==> src/rtl/muldiv_sequencer_if.sv <==
// muldiv_sequencer_if: handshake and operand/result bundle between the EX
// stage (master) and the iterative multiply/divide unit (slave).
interface muldiv_sequencer_if #(
    parameter int WIDTH = 8
);
    logic             start;
    logic [1:0]       op;
    logic [WIDTH-1:0] operand_a;
    logic [WIDTH-1:0] operand_b;
    logic             flush;
    logic             busy;
    logic             stall_req;
    logic             done;
    logic [WIDTH-1:0] result;

    modport master (
        output start, op, operand_a, operand_b, flush,
        input  busy, stall_req, done, result
    );

    modport slave (
        input  start, op, operand_a, operand_b, flush,
        output busy, stall_req, done, result
    );
endinterface

==> src/rtl/muldiv_sequencer.sv <==
// muldiv_sequencer: iterative unsigned multiply (shift-add) / divide
// (restoring) unit beside the EX-stage ALU. One op is accepted in IDLE,
// sequenced over WIDTH RUN cycles, and reported with a one-cycle done pulse
// in DONE. The pipeline is held through stall_req while the unit works.
//
// Optional build macro MULDIV_EARLY_OUT_EN: when defined, an accepted op with
// a zero operand skips RUN and goes straight to DONE with the same result the
// full iteration would produce.
module muldiv_sequencer #(
    parameter int WIDTH = 8,
    parameter int CNT_W = 4
) (
    input  logic               clk,
    input  logic               rst_n,
    muldiv_sequencer_if.slave  bus
);

    typedef enum logic [1:0] {
        ST_IDLE = 2'b00,
        ST_RUN  = 2'b01,
        ST_DONE = 2'b10
    } state_t;

    localparam logic [1:0]       OP_MUL   = 2'b00;
    localparam logic [1:0]       OP_MULH  = 2'b01;
    localparam logic [1:0]       OP_DIVU  = 2'b10;
    localparam logic [1:0]       OP_REMU  = 2'b11;
    localparam logic [CNT_W-1:0] CNT_LAST = CNT_W'(WIDTH - 1);
    localparam logic [CNT_W-1:0] CNT_ONE  = CNT_W'(1);
    localparam logic [CNT_W-1:0] CNT_ZERO = CNT_W'(0);

    state_t                 state_r;
    state_t                 state_nxt_s;
    logic [CNT_W-1:0]       cnt_r;
    logic [1:0]             op_r;
    logic [WIDTH-1:0]       mcand_r;     // multiplicand
    logic [WIDTH-1:0]       divisor_r;
    logic [2*WIDTH-1:0]     prod_r;      // upper: partial sum, lower: multiplier
    logic [WIDTH-1:0]       rem_r;       // partial remainder
    logic [WIDTH-1:0]       quo_r;       // dividend bits shifting out, quotient shifting in
    logic [WIDTH-1:0]       result_r;

    logic                   accept_s;
    logic [WIDTH:0]         add_s;
    logic [2*WIDTH-1:0]     prod_nxt_s;
    logic [WIDTH:0]         shifted_s;
    logic [WIDTH:0]         trial_s;
    logic [WIDTH-1:0]       rem_nxt_s;
    logic [WIDTH-1:0]       quo_nxt_s;
    logic [WIDTH-1:0]       run_res_s;

`ifdef MULDIV_EARLY_OUT_EN
    logic                   early_s;
    logic [WIDTH-1:0]       early_res_s;
`endif

    assign accept_s = (state_r == ST_IDLE) && bus.start && !bus.flush;

`ifdef MULDIV_EARLY_OUT_EN
    // Short-cut result for a zero operand, matching the full iteration.
    always_comb begin
        early_s     = (bus.operand_a == {WIDTH{1'b0}}) || (bus.operand_b == {WIDTH{1'b0}});
        early_res_s = {WIDTH{1'b0}};
        case (bus.op)
            OP_MUL, OP_MULH: early_res_s = {WIDTH{1'b0}};
            OP_DIVU: begin
                if (bus.operand_b == {WIDTH{1'b0}}) begin
                    early_res_s = {WIDTH{1'b1}};
                end else begin
                    early_res_s = {WIDTH{1'b0}};
                end
            end
            OP_REMU: begin
                if (bus.operand_b == {WIDTH{1'b0}}) begin
                    early_res_s = bus.operand_a;
                end else begin
                    early_res_s = {WIDTH{1'b0}};
                end
            end
            default: early_res_s = {WIDTH{1'b0}};
        endcase
    end
`endif

    // One multiply and one divide iteration, plus the result they would yield.
    always_comb begin
        // Multiply: conditional add into the upper half, then shift right
        // with the adder carry entering the top bit.
        if (prod_r[0]) begin
            add_s = {1'b0, prod_r[2*WIDTH-1:WIDTH]} + {1'b0, mcand_r};
        end else begin
            add_s = {1'b0, prod_r[2*WIDTH-1:WIDTH]};
        end
        prod_nxt_s = {add_s, prod_r[WIDTH-1:1]};

        // Restoring divide: bring down the next dividend bit, trial-subtract.
        // The partial remainder is always below the divisor, so WIDTH+1 bits
        // hold the shifted value and bit WIDTH of the difference is its sign.
        shifted_s = {rem_r, quo_r[WIDTH-1]};
        trial_s   = shifted_s - {1'b0, divisor_r};
        if (!trial_s[WIDTH]) begin
            rem_nxt_s = trial_s[WIDTH-1:0];
            quo_nxt_s = {quo_r[WIDTH-2:0], 1'b1};
        end else begin
            rem_nxt_s = shifted_s[WIDTH-1:0];
            quo_nxt_s = {quo_r[WIDTH-2:0], 1'b0};
        end

        case (op_r)
            OP_MUL:  run_res_s = prod_nxt_s[WIDTH-1:0];
            OP_MULH: run_res_s = prod_nxt_s[2*WIDTH-1:WIDTH];
            OP_DIVU: run_res_s = quo_nxt_s;
            OP_REMU: run_res_s = rem_nxt_s;
            default: run_res_s = {WIDTH{1'b0}};
        endcase
    end

    // FSM state register.
    always_ff @(posedge clk or negedge rst_n) begin
        if (!rst_n) begin
            state_r <= ST_IDLE;
        end else begin
            state_r <= state_nxt_s;
        end
    end

    // FSM next-state logic; flush always returns to IDLE.
    always_comb begin
        state_nxt_s = ST_IDLE;
        case (state_r)
            ST_IDLE: begin
                if (accept_s) begin
`ifdef MULDIV_EARLY_OUT_EN
                    if (early_s) begin
                        state_nxt_s = ST_DONE;
                    end else begin
                        state_nxt_s = ST_RUN;
                    end
`else
                    state_nxt_s = ST_RUN;
`endif
                end else begin
                    state_nxt_s = ST_IDLE;
                end
            end
            ST_RUN: begin
                if (bus.flush) begin
                    state_nxt_s = ST_IDLE;
                end else if (cnt_r == CNT_LAST) begin
                    state_nxt_s = ST_DONE;
                end else begin
                    state_nxt_s = ST_RUN;
                end
            end
            ST_DONE: state_nxt_s = ST_IDLE;
            default: state_nxt_s = ST_IDLE;
        endcase
    end

    // FSM outputs: stall covers the accepting cycle and RUN, never DONE,
    // and a flush during DONE suppresses the done pulse.
    always_comb begin
        bus.busy      = 1'b0;
        bus.stall_req = 1'b0;
        bus.done      = 1'b0;
        case (state_r)
            ST_IDLE: begin
                bus.stall_req = bus.start && !bus.flush;
            end
            ST_RUN: begin
                bus.busy      = 1'b1;
                bus.stall_req = 1'b1;
            end
            ST_DONE: begin
                bus.busy = 1'b1;
                bus.done = !bus.flush;
            end
            default: begin
                bus.busy      = 1'b0;
                bus.stall_req = 1'b0;
                bus.done      = 1'b0;
            end
        endcase
    end

    // Operand latch, iteration datapath, counter and result register.
    always_ff @(posedge clk or negedge rst_n) begin
        if (!rst_n) begin
            cnt_r     <= CNT_ZERO;
            op_r      <= 2'b00;
            mcand_r   <= {WIDTH{1'b0}};
            divisor_r <= {WIDTH{1'b0}};
            prod_r    <= {(2*WIDTH){1'b0}};
            rem_r     <= {WIDTH{1'b0}};
            quo_r     <= {WIDTH{1'b0}};
            result_r  <= {WIDTH{1'b0}};
        end else begin
            case (state_r)
                ST_IDLE: begin
                    if (accept_s) begin
                        cnt_r     <= CNT_ZERO;
                        op_r      <= bus.op;
                        mcand_r   <= bus.operand_a;
                        divisor_r <= bus.operand_b;
                        prod_r    <= {{WIDTH{1'b0}}, bus.operand_b};
                        rem_r     <= {WIDTH{1'b0}};
                        quo_r     <= bus.operand_a;
`ifdef MULDIV_EARLY_OUT_EN
                        if (early_s) begin
                            result_r <= early_res_s;
                        end
`endif
                    end
                end
                ST_RUN: begin
                    if (bus.flush) begin
                        cnt_r <= CNT_ZERO;
                    end else begin
                        cnt_r  <= cnt_r + CNT_ONE;
                        prod_r <= prod_nxt_s;
                        rem_r  <= rem_nxt_s;
                        quo_r  <= quo_nxt_s;
                        if (cnt_r == CNT_LAST) begin
                            result_r <= run_res_s;
                        end
                    end
                end
                ST_DONE: begin
                    cnt_r <= CNT_ZERO;
                end
                default: begin
                    cnt_r <= CNT_ZERO;
                end
            endcase
        end
    end

    assign bus.result = result_r;

endmodule

==> src/flat_wrapper.sv <==
// flat-port wrapper written by rule: the top's interface ports become plain ports
module muldiv_sequencer_flat 
#(
    parameter int WIDTH = 8,
    parameter int CNT_W = 4
)
  (clk, rst_n, bus_start, bus_op, bus_operand_a, bus_operand_b, bus_flush, bus_busy, bus_stall_req, bus_done, bus_result);
  muldiv_sequencer_if #(.WIDTH(WIDTH)) bus_i ();
  input  logic clk;
  input  logic rst_n;
  input wire logic [$bits(bus_i.start)-1:0] bus_start;
  input wire logic [$bits(bus_i.op)-1:0] bus_op;
  input wire logic [$bits(bus_i.operand_a)-1:0] bus_operand_a;
  input wire logic [$bits(bus_i.operand_b)-1:0] bus_operand_b;
  input wire logic [$bits(bus_i.flush)-1:0] bus_flush;
  output wire logic [$bits(bus_i.busy)-1:0] bus_busy;
  output wire logic [$bits(bus_i.stall_req)-1:0] bus_stall_req;
  output wire logic [$bits(bus_i.done)-1:0] bus_done;
  output wire logic [$bits(bus_i.result)-1:0] bus_result;
  assign bus_i.start = bus_start;
  assign bus_i.op = bus_op;
  assign bus_i.operand_a = bus_operand_a;
  assign bus_i.operand_b = bus_operand_b;
  assign bus_i.flush = bus_flush;
  assign bus_busy = bus_i.busy;
  assign bus_stall_req = bus_i.stall_req;
  assign bus_done = bus_i.done;
  assign bus_result = bus_i.result;
  muldiv_sequencer #(.WIDTH(WIDTH), .CNT_W(CNT_W)) u_core (.clk(clk), .rst_n(rst_n), .bus(bus_i));
endmodule
==> config.mk <==
export PLATFORM = sky130hd
export DESIGN_NAME = muldiv_sequencer_flat
export DESIGN_NICKNAME = d
export VERILOG_FILES = /design/src/rtl/muldiv_sequencer_if.sv /design/src/rtl/muldiv_sequencer.sv /design/src/flat_wrapper.sv
export SDC_FILE = /design/constraint.sdc
export NUM_CORES = 1
export LEC_CHECK = 0
export ABC_AREA = 1
export BUFFER_PORTS_ARGS = -buffer_cell sky130_fd_sc_hd__buf_2
export CORE_UTILIZATION = 60
export CTS_CLUSTER_DIAMETER = 200
export DETAILED_ROUTE_END_ITERATION = 16
export GPL_TIMING_DRIVEN = 0
export PLACE_DENSITY = 0.8
export SKIP_CTS_REPAIR_TIMING = 1
export SLEW_MARGIN = 20
export SYNTH_ARGS = -nofsm -noshare
export SYNTH_HDL_FRONTEND = slang
export SYNTH_SLANG_ARGS = --single-unit
==> constraint.sdc <==
create_clock -name clk -period 2.47 [get_ports clk]
set_clock_uncertainty 0.05 [all_clocks]
set_input_delay 0 -clock clk [delete_from_list [all_inputs] [get_ports clk]]
set_output_delay 0 -clock clk [all_outputs]
set_load 0.005 [all_outputs]
After elaboration in Yosys (flattened, before gate mapping)
Cells that the tools add are included.
- equal/unequal tests: 8
- bitwise operators: 1
- reductions and logical operators: 11
- add/subtract/negate cells: 3
- muxes and demuxes: 23
- operator list (cell ; count):
    8-bit 2-to-1 mux ; 5
    16-bit 2-to-1 mux ; 2
    16-bit one-hot mux with 2 select lines ; 1
    8-bit one-hot mux with 2 select lines ; 2
    8-bit one-hot mux with 4 select lines ; 1
    8-bit by 8-bit adder with 9-bit output ; 1
    9-bit 2-to-1 mux ; 1
    9-bit by 8-bit subtractor with 9-bit output ; 1
    4-bit 2-to-1 mux ; 2
    4-bit one-hot mux with 2 select lines ; 1
    2-bit equality test (second input constant) ; 3
    3-bit AND reduction ; 2
    4-bit by 1-bit adder with 4-bit output (second input constant) ; 1
    2-bit by 1-bit equality test with 1-bit output (second input constant) ; 2
    4-bit by 3-bit equality test with 1-bit output (second input constant) ; 1
    2-bit zero test ; 2
    1-bit 2-to-1 mux ; 4
    2-bit 2-to-1 mux ; 2
    2-bit one-hot mux with 2 select lines ; 1
    1-bit logical AND ; 3
    2-bit by 1-bit != test with 1-bit output (second input constant) ; 1
    2-bit != test (second input constant) ; 1
    1-bit one-hot mux with 2 select lines ; 1
    2-bit AND reduction ; 1
    4 further kinds ; 4
- register bits after elaboration: 64
- output and inout port bits: 11
- word-level logic and storage cells: 55

Depth between registers and ports, before layout
Gate-level depths: netlist of the first run.
- depth in word-level cells: 5
- gate-level depth with buffers: 15
- depth with buffers taken out: 15

Worst setup path before layout of the first run
No wires, ideal clock.
- kind: register to register
- start: reg u_core.quo_r[7]
- end: reg u_core.result_r[6] (netlist: u_core.bus.result[6])
- slack: 0.517 ns
- required time: 2.303 ns
- cell stages (with the launch flop): 16
- arrival time: 1.786 ns
- period minus slack after synthesis: 1.953 ns
- path through: dfrtp_1 > inv_1 > ha_1 > fa_1 > inv_1 > nand2_1 > nand2_1 > nand3_2 > nand2_2 > nand2_4 > nand2_8 > nand2_2 > nand3_1 > nand3_1 > nand2_1 > nand2_1
- cells in the longest elaborated chain, start to end: 3
- ends and longest elaborated chain (what ; line ; text):
    start, declared ; muldiv_sequencer.sv:40 ; logic [WIDTH-1:0] quo_r;
    start signal, assigned ; muldiv_sequencer.sv:195 ; quo_r <= {WIDTH{1'b0}};
    start signal, assigned ; muldiv_sequencer.sv:207 ; quo_r <= bus.operand_a;
    start signal, assigned ; muldiv_sequencer.sv:222 ; quo_r <= quo_nxt_s;
    9-bit by 8-bit subtractor with 9-bit output ; muldiv_sequencer.sv:100 ; trial_s = shifted_s - {1'b0, divisor_r};
    8-bit 2-to-1 mux ; muldiv_sequencer.sv:101 ; if (!trial_s[WIDTH]) begin
    8-bit one-hot mux with 4 select lines ; muldiv_sequencer.sv:109 ; case (op_r)
    end signal, assigned ; muldiv_sequencer.sv:196 ; result_r <= {WIDTH{1'b0}};
    end signal, assigned ; muldiv_sequencer.sv:224 ; result_r <= run_res_s;
    end, declared ; muldiv_sequencer.sv:41 ; logic [WIDTH-1:0] result_r;
No other way between the ends.
A chain may end at the register's enable or synchronous reset.

Final worst setup path of the first run
- start: reg u_core.quo_r[7]
- end: reg u_core.result_r[4] (netlist: u_core.bus.result[4])
The elaborated chain is that of the path after synthesis.

==> flow_summary.ini, run 1 <==
[setup_path]
critical_path_buf_inv_count = 2
critPathSlowestCell = fa_1
crit_top_cell = nand2_1
path_cells = inv_1 > ha_1 > fa_1 > inv_1 > nand2_1 > nand2_1 > nand3_2 > nand2_2 > nand2_4 > nand2_8 > nand2_2 > nand3_1 > nand3_1 > nand2_1 > nand2_1
required_ps = 2650
slowest_delay_ps = 410
cp.arrival_ps = 2490
worstSetupPathType = reg2reg
setup.worst_path.end_class = flip-flop
start_kind = flip-flop
cp_max_fo = 10
cp_top_family = simple AND/OR/NAND/NOR gates

[routing]
vias_per_cell = 5.72
ant_nets = 0
routed_wl_um = 10300
drc = 0
drt-initial-drc-count = 360
wire_per_inst_um = 16.0
vias = 3691
drtPass1Iterations = 6

[pwr]
leakagePower_uw = 0.00241
p_clk_frac = 0.227
power_density_nw_per_um2 = 829
p_switching_uw = 1570
power_frac_comb = 0.408
internal_power_uw = 2240
switching_share = 0.412
peakVddDrop_v = 0.000550
power_frac_seq = 0.365

[cts]
cts_buffers = 9
clockBufferDepth = 2
cts-htree-levels = 3
clkSinkCount = 64
path_clk_slew_ps = 80
worstSkewPairLatency_ps = 340
cts_tree = yes
cts-root-buf = clkbuf_8

[synth]
yosys_warnings = 0
ys_seq_area_frac = 0.407
yosysTopAreaCellShare = 0.407
synth_top_cell_by_area = dfrtp_1
synth_cells = 500
ys_types = 41
synth_area_leaders = dfrtp_1 (41%), nand2_1 (11%), nand3_1 (6.7%), inv_1 (6.6%), ha_1 (6.4%)
synth_area_um2 = 3940
synth_seq_cells = 64
avgSynthCellArea_um2 = 7.87
syn_nets = 544

[die]
dieArea_um2 = 6890
start_util = 0.620
placementRows = 29
die_y_um = 83.0
core_um2 = 6350
die_w_um = 83.0
io_pins = 33

[layout]
area_delta_synth_final_pct = 16.8
fin_nets = 607
layout-drive-gt1-share = 0.162
mostFrequentLayoutCell = nand2_1
diodes = 0
layout_common_cells = nand2_1 (115), inv_1 (69), dfrtp_1 (64)
fin_cells = 645

[timing]
min_period_ps = 2310
slew_viol_final = 0
tns_ps = 0
max_freq_mhz = 432
slew-limit-headroom = 0.598
hold_violations = 0
min_period_over_period = 0.937
worst_slew_pin_slew_ps = 603
setup_violations = 0
rsz0062_at_grt = false

[status]
status = finished, final reports clean

[placed_design]
io_buffers = 32
dp_hpwl_um = 7580
placedCellCount = 610
gp_congestion = 0.908

[job]
drv_cap = 0

[global_route]
groute.usage.overall = 0.308
grt_max_degree = 34
grt_overflow = 0
grt_pass1_wl_um = 16700
grt_pass1_vias = 3529
grt_antenna_before_repair = 0

[min_path]
min-delay-path-class = in2reg
-- stage by stage --
step	instance area [um^2]	utilization	worst slack [ps]	hold slack, ps	total power [uW]
finish	4590	0.724	156	21.1	3810
global route	4590	0.724	11.7	33.0	4070
CTS	4400	0.694	172	-452	3760
detailed placement	4210	0.664	187	-88.5	2900
global placement	4190	0.660	237	200	2830
floorplan	3940	-	517	-346	2500
-- final cells by class --
class,instances,area [um^2]
Fill cell,525,1760
Clock buffer,11,151
Multi-Input combinational cell,348,1990
Inverter,74,278
Tap cell,77,96.3
Timing Repair Buffer,52,373
Sequential cell,64,1600
Clock inverter,5,38.8
Buffer,14,66.3
-- sequential cells by signal (all words and copies together) (netlist names) --
register           count
u_core.bus.result      8
u_core.cnt_r           4
u_core.divisor_r       8
u_core.mcand_r         8
u_core.op_r            2
u_core.prod_r         16
u_core.quo_r           8
u_core.rem_r           8
u_core.state_r         2
-- metal layers --
layer	up-vias	wire [um]	track usage
met3	35	631	0.0547
met4	0	342	0.130
li1	1773	-	-
met2	162	5070	0.500
met1	1721	4280	0.408
met5	-	0	0
-- synthesized netlist by cell type (all sizes together) --
library cell / n
a211oi: 1
a21oi: 29
a31oi: 7
a32o: 3
and3: 1
buf: 7
clkbuf: 7
clkinv: 1
dfrtp: 64
fa: 2
ha: 20
inv: 73
mux2: 7
nand2: 127
nand3: 56
nand3b: 1
nand4: 4
nor2: 32
o211ai: 10
o21a: 1
o21ai: 33
o21bai: 1
o22ai: 3
o31ai: 1
or2: 4
xnor2: 3
xor2: 2
-- worst register-to-register path, delay by kind of cell (launching register included) --
kind | cells | cell delay (ps)
buffers and inverters | 2 | 150
adder cells (fa/ha/maj) | 2 | 650
AND/OR/NAND/NOR | 11 | 1020
flip-flops | 1 | 340
-- path summary, 6_finish.rpt --
| check | cells after the start | endpoint | start | slack [ps] |
|---|---|---|---|---|
| max | 15 | u_core.bus.result[4]$_DFFE_PN0P_ | u_core.quo_r[7]$_DFFE_PN0P_ | 160 |
| min | 4 | u_core.cnt_r[3]$_DFFE_PN0P_ | bus_flush | 20 |
| max reg2reg | 15 | u_core.bus.result[4]$_DFFE_PN0P_ | u_core.quo_r[7]$_DFFE_PN0P_ | 160 |
| min reg2reg | 2 | u_core.bus.result[0]$_DFFE_PN0P_ | u_core.bus.result[0]$_DFFE_PN0P_ | 430 |
| max in group asynchronous | 3 | u_core.mcand_r[3]$_DFFE_PN0P_ | rst_n | 1770 |
| min in group asynchronous | 2 | u_core.divisor_r[4]$_DFFE_PN0P_ | rst_n | 70 |
-- power by group through the flow --
stage                     clock network, uW  logic (uW)  registers, uW
final                                   864        1550           1390
after detailed placement                  0        1500           1400
after CTS                               862        1510           1380
after global routing                    920        1730           1410
after global placement                    0        1430           1390
after floorplan                           0        1140           1360
-- cell families (layout without fill, tap and decap cells) --
family | Yosys count | count (layout) | synth area share
buffers and inverters | 88 | 156 | 0.0874
muxes | 7 | 7 | 0.0200
adders and majority gates | 22 | 22 | 0.0738
DFF | 64 | 64 | 0.407
AOI/OAI and AO/OA | 89 | 89 | 0.136
xor gates and xnor gates | 5 | 5 | 0.0111
and+or+nand+nor | 225 | 225 | 0.265
(Power assumes the default switching activity.)
==> run 2: changes to the inputs <==
Settings changed: CELL_PAD_IN_SITES_DETAIL_PLACEMENT set to 1, CELL_PAD_IN_SITES_GLOBAL_PLACEMENT set to 1, CORE_UTILIZATION 60 to 45, PLACE_DENSITY 0.8 to unset, PLACE_DENSITY_LB_ADDON set to 0.1.
==> run 2 against run 1 <==
Effect of this change: count of clock-buffer cells in the layout down 1; via count down 1.5%; sequential cell count unchanged; total power up 7.1%; critical endpoint is now u_core.bus.result[6]$_DFFE_PN0P_; sequential share of layout area down 0.68 points.
==> flow_summary.ini, run 2 (synthesis gave the netlist of run 1 again) <==
[status]
status = finished, final reports clean

[layout]
fillers = 1058
mostFrequentLayoutCell = nand2_1
fin_nets = 609
area_delta_synth_final_pct = 19.1
regMostFlops = u_core.prod_r
multi_input_area_um2 = 1990
regArea_um2 = 1600
layout-drive-gt1-share = 0.167
diodes = 0
fin_cells = 675
layout_common_cells = nand2_1 (115), inv_1 (69), dfrtp_1 (64)
largest_reg_flops = 16

[setup_path]
rr_startpoint = u_core.quo_r[7]$_DFFE_PN0P_
worstSetupPathType = reg2reg
slowest_delay_ps = 370
crit_top_cell = nand2_1
cp_max_fo = 10
cp.arrival_ps = 2500
cp-startpoint = u_core.quo_r[7]$_DFFE_PN0P_
path_cells = inv_1 > ha_1 > fa_2 > inv_1 > nand2_1 > nand2_1 > nand3_2 > nand2_2 > nand2_4 > nand2_8 > nand2_2 > nand3_1 > nand3_1 > nand2_1 > nand2_1
critPathSlowestCell = fa_2
setup.worst_path.end_class = flip-flop
required_ps = 2670
start_kind = flip-flop

[pwr]
total_power_uw = 4080
switching_share = 0.404
leakagePower_uw = 0.00244
p_switching_uw = 1650
power_frac_seq = 0.342
power_frac_comb = 0.397
p_clk_frac = 0.261
internal_power_uw = 2430
power_density_nw_per_um2 = 870
peakVddDrop_v = 0.000373

[die]
die_y_um = 95.5
placementRows = 33
core_um2 = 8340
die_w_um = 95.5
dieArea_um2 = 9120
start_util = 0.472
io_pins = 33

[cts]
clkSinkCount = 64
clockBufferDepth = 2
cts-htree-levels = 3
cts_tree = yes
cts-root-buf = clkbuf_8
worstSkewPairLatency_ps = 360
path_clk_slew_ps = 80
cts_buffers = 9

[global_route]
grt_overflow = 0
groute.usage.overall = 0.280
grt_max_degree = 38
grt_antenna_before_repair = 0
grt_pass1_vias = 3763
grt_pass1_wl_um = 18800

[timing]
setup_violations = 0
rsz0062_at_grt = false
max_freq_mhz = 436
slew-limit-headroom = 0.569
hold_violations = 0
worst_slew_pin_slew_ps = 646
tns_ps = 0
slew_viol_final = 0
min_period_ps = 2290
min_period_over_period = 0.929

[routing]
routed_wl_um = 12000
drtPass1Iterations = 4
vias = 3634
wire_per_inst_um = 17.7
vias_per_cell = 5.38
ant_nets = 0
drc = 0
drt-initial-drc-count = 164

[placed_design]
placedCellCount = 638
dp_hpwl_um = 8830
io_buffers = 32
gp_congestion = 0.819

[min_path]
min-delay-path-class = in2reg
hold_start = bus_flush

[job]
drv_cap = 0
## run 2: cell types whose count changed in the layout (fill, tap and decap cells not counted), sizes merged
cell / previous run / this run
inv: 75 / 74
clkinvlp: 1 / 0
buf: 40 / 42
clkbuf: 18 / 17
bufinv: 0 / 2
clkinv: 3 / 4
## run 2: metal layers
metal | global-route usage | routed length (um)
met5 | 0 | 0
met4 | 0.101 | 251
met3 | 0.0455 | 270
met2 | 0.498 | 6180
met1 | 0.339 | 5260
## run 2: final cells by class
cell class,count,area share
Buffer,14,0.0142
Clock buffer,10,0.0294
Timing Repair Buffer,54,0.0828
Tap cell,105,0.0280
Clock inverter,6,0.0195
Inverter,74,0.0593
Sequential cell,64,0.342
Multi-Input combinational cell,348,0.425
## run 2: through the flow
| step | area [um^2] | hold WS [ps] | utilization | worst slack (ps) |
|---|---|---|---|---|
| finish | 4690 | 9.61 | 0.562 | 176 |
| global placement | 4230 | 195 | 0.507 | 182 |
| global route | 4690 | 29.2 | 0.562 | 30.8 |
| detailed placement | 4250 | -93.5 | 0.509 | 161 |
| floorplan | 3940 | -346 | - | 517 |
| CTS | 4480 | -477 | 0.537 | 112 |
## run 2: critical path: cells and delay by family (launching register included)
| kind | cells | cell delay [ps] |
|---|---|---|
| simple gates | 11 | 1040 |
| buf+inv | 2 | 160 |
| fa+ha+maj | 2 | 620 |
| flops | 1 | 330 |
## run 2: power by group through the flow
stage	Clock (uW)	Combinational [uW]	Sequential (uW)
2_1_floorplan	0	1140	1360
3_3_place_gp	0	1480	1400
6_report	1060	1620	1400
4_1_cts	1070	1570	1400
5_1_grt	1110	1810	1420
3_5_place_dp	0	1540	1410
## run 2: worst paths after layout
| check | slack [ps] | end | cells past startpoint |
|---|---|---|---|
| worst max register to register | 180 | u_core.bus.result[6]$_DFFE_PN0P_ | 15 |
| worst min-delay path | 10 | u_core.cnt_r[3]$_DFFE_PN0P_ | 4 |
| min in group asynchronous | 50 | u_core.rem_r[7]$_DFFE_PN0P_ | 2 |
| worst max-delay path | 180 | u_core.bus.result[6]$_DFFE_PN0P_ | 15 |
| worst min register to register | 440 | u_core.bus.result[1]$_DFFE_PN0P_ | 2 |
| max in group asynchronous | 1780 | u_core.mcand_r[2]$_DFFE_PN0P_ | 3 |
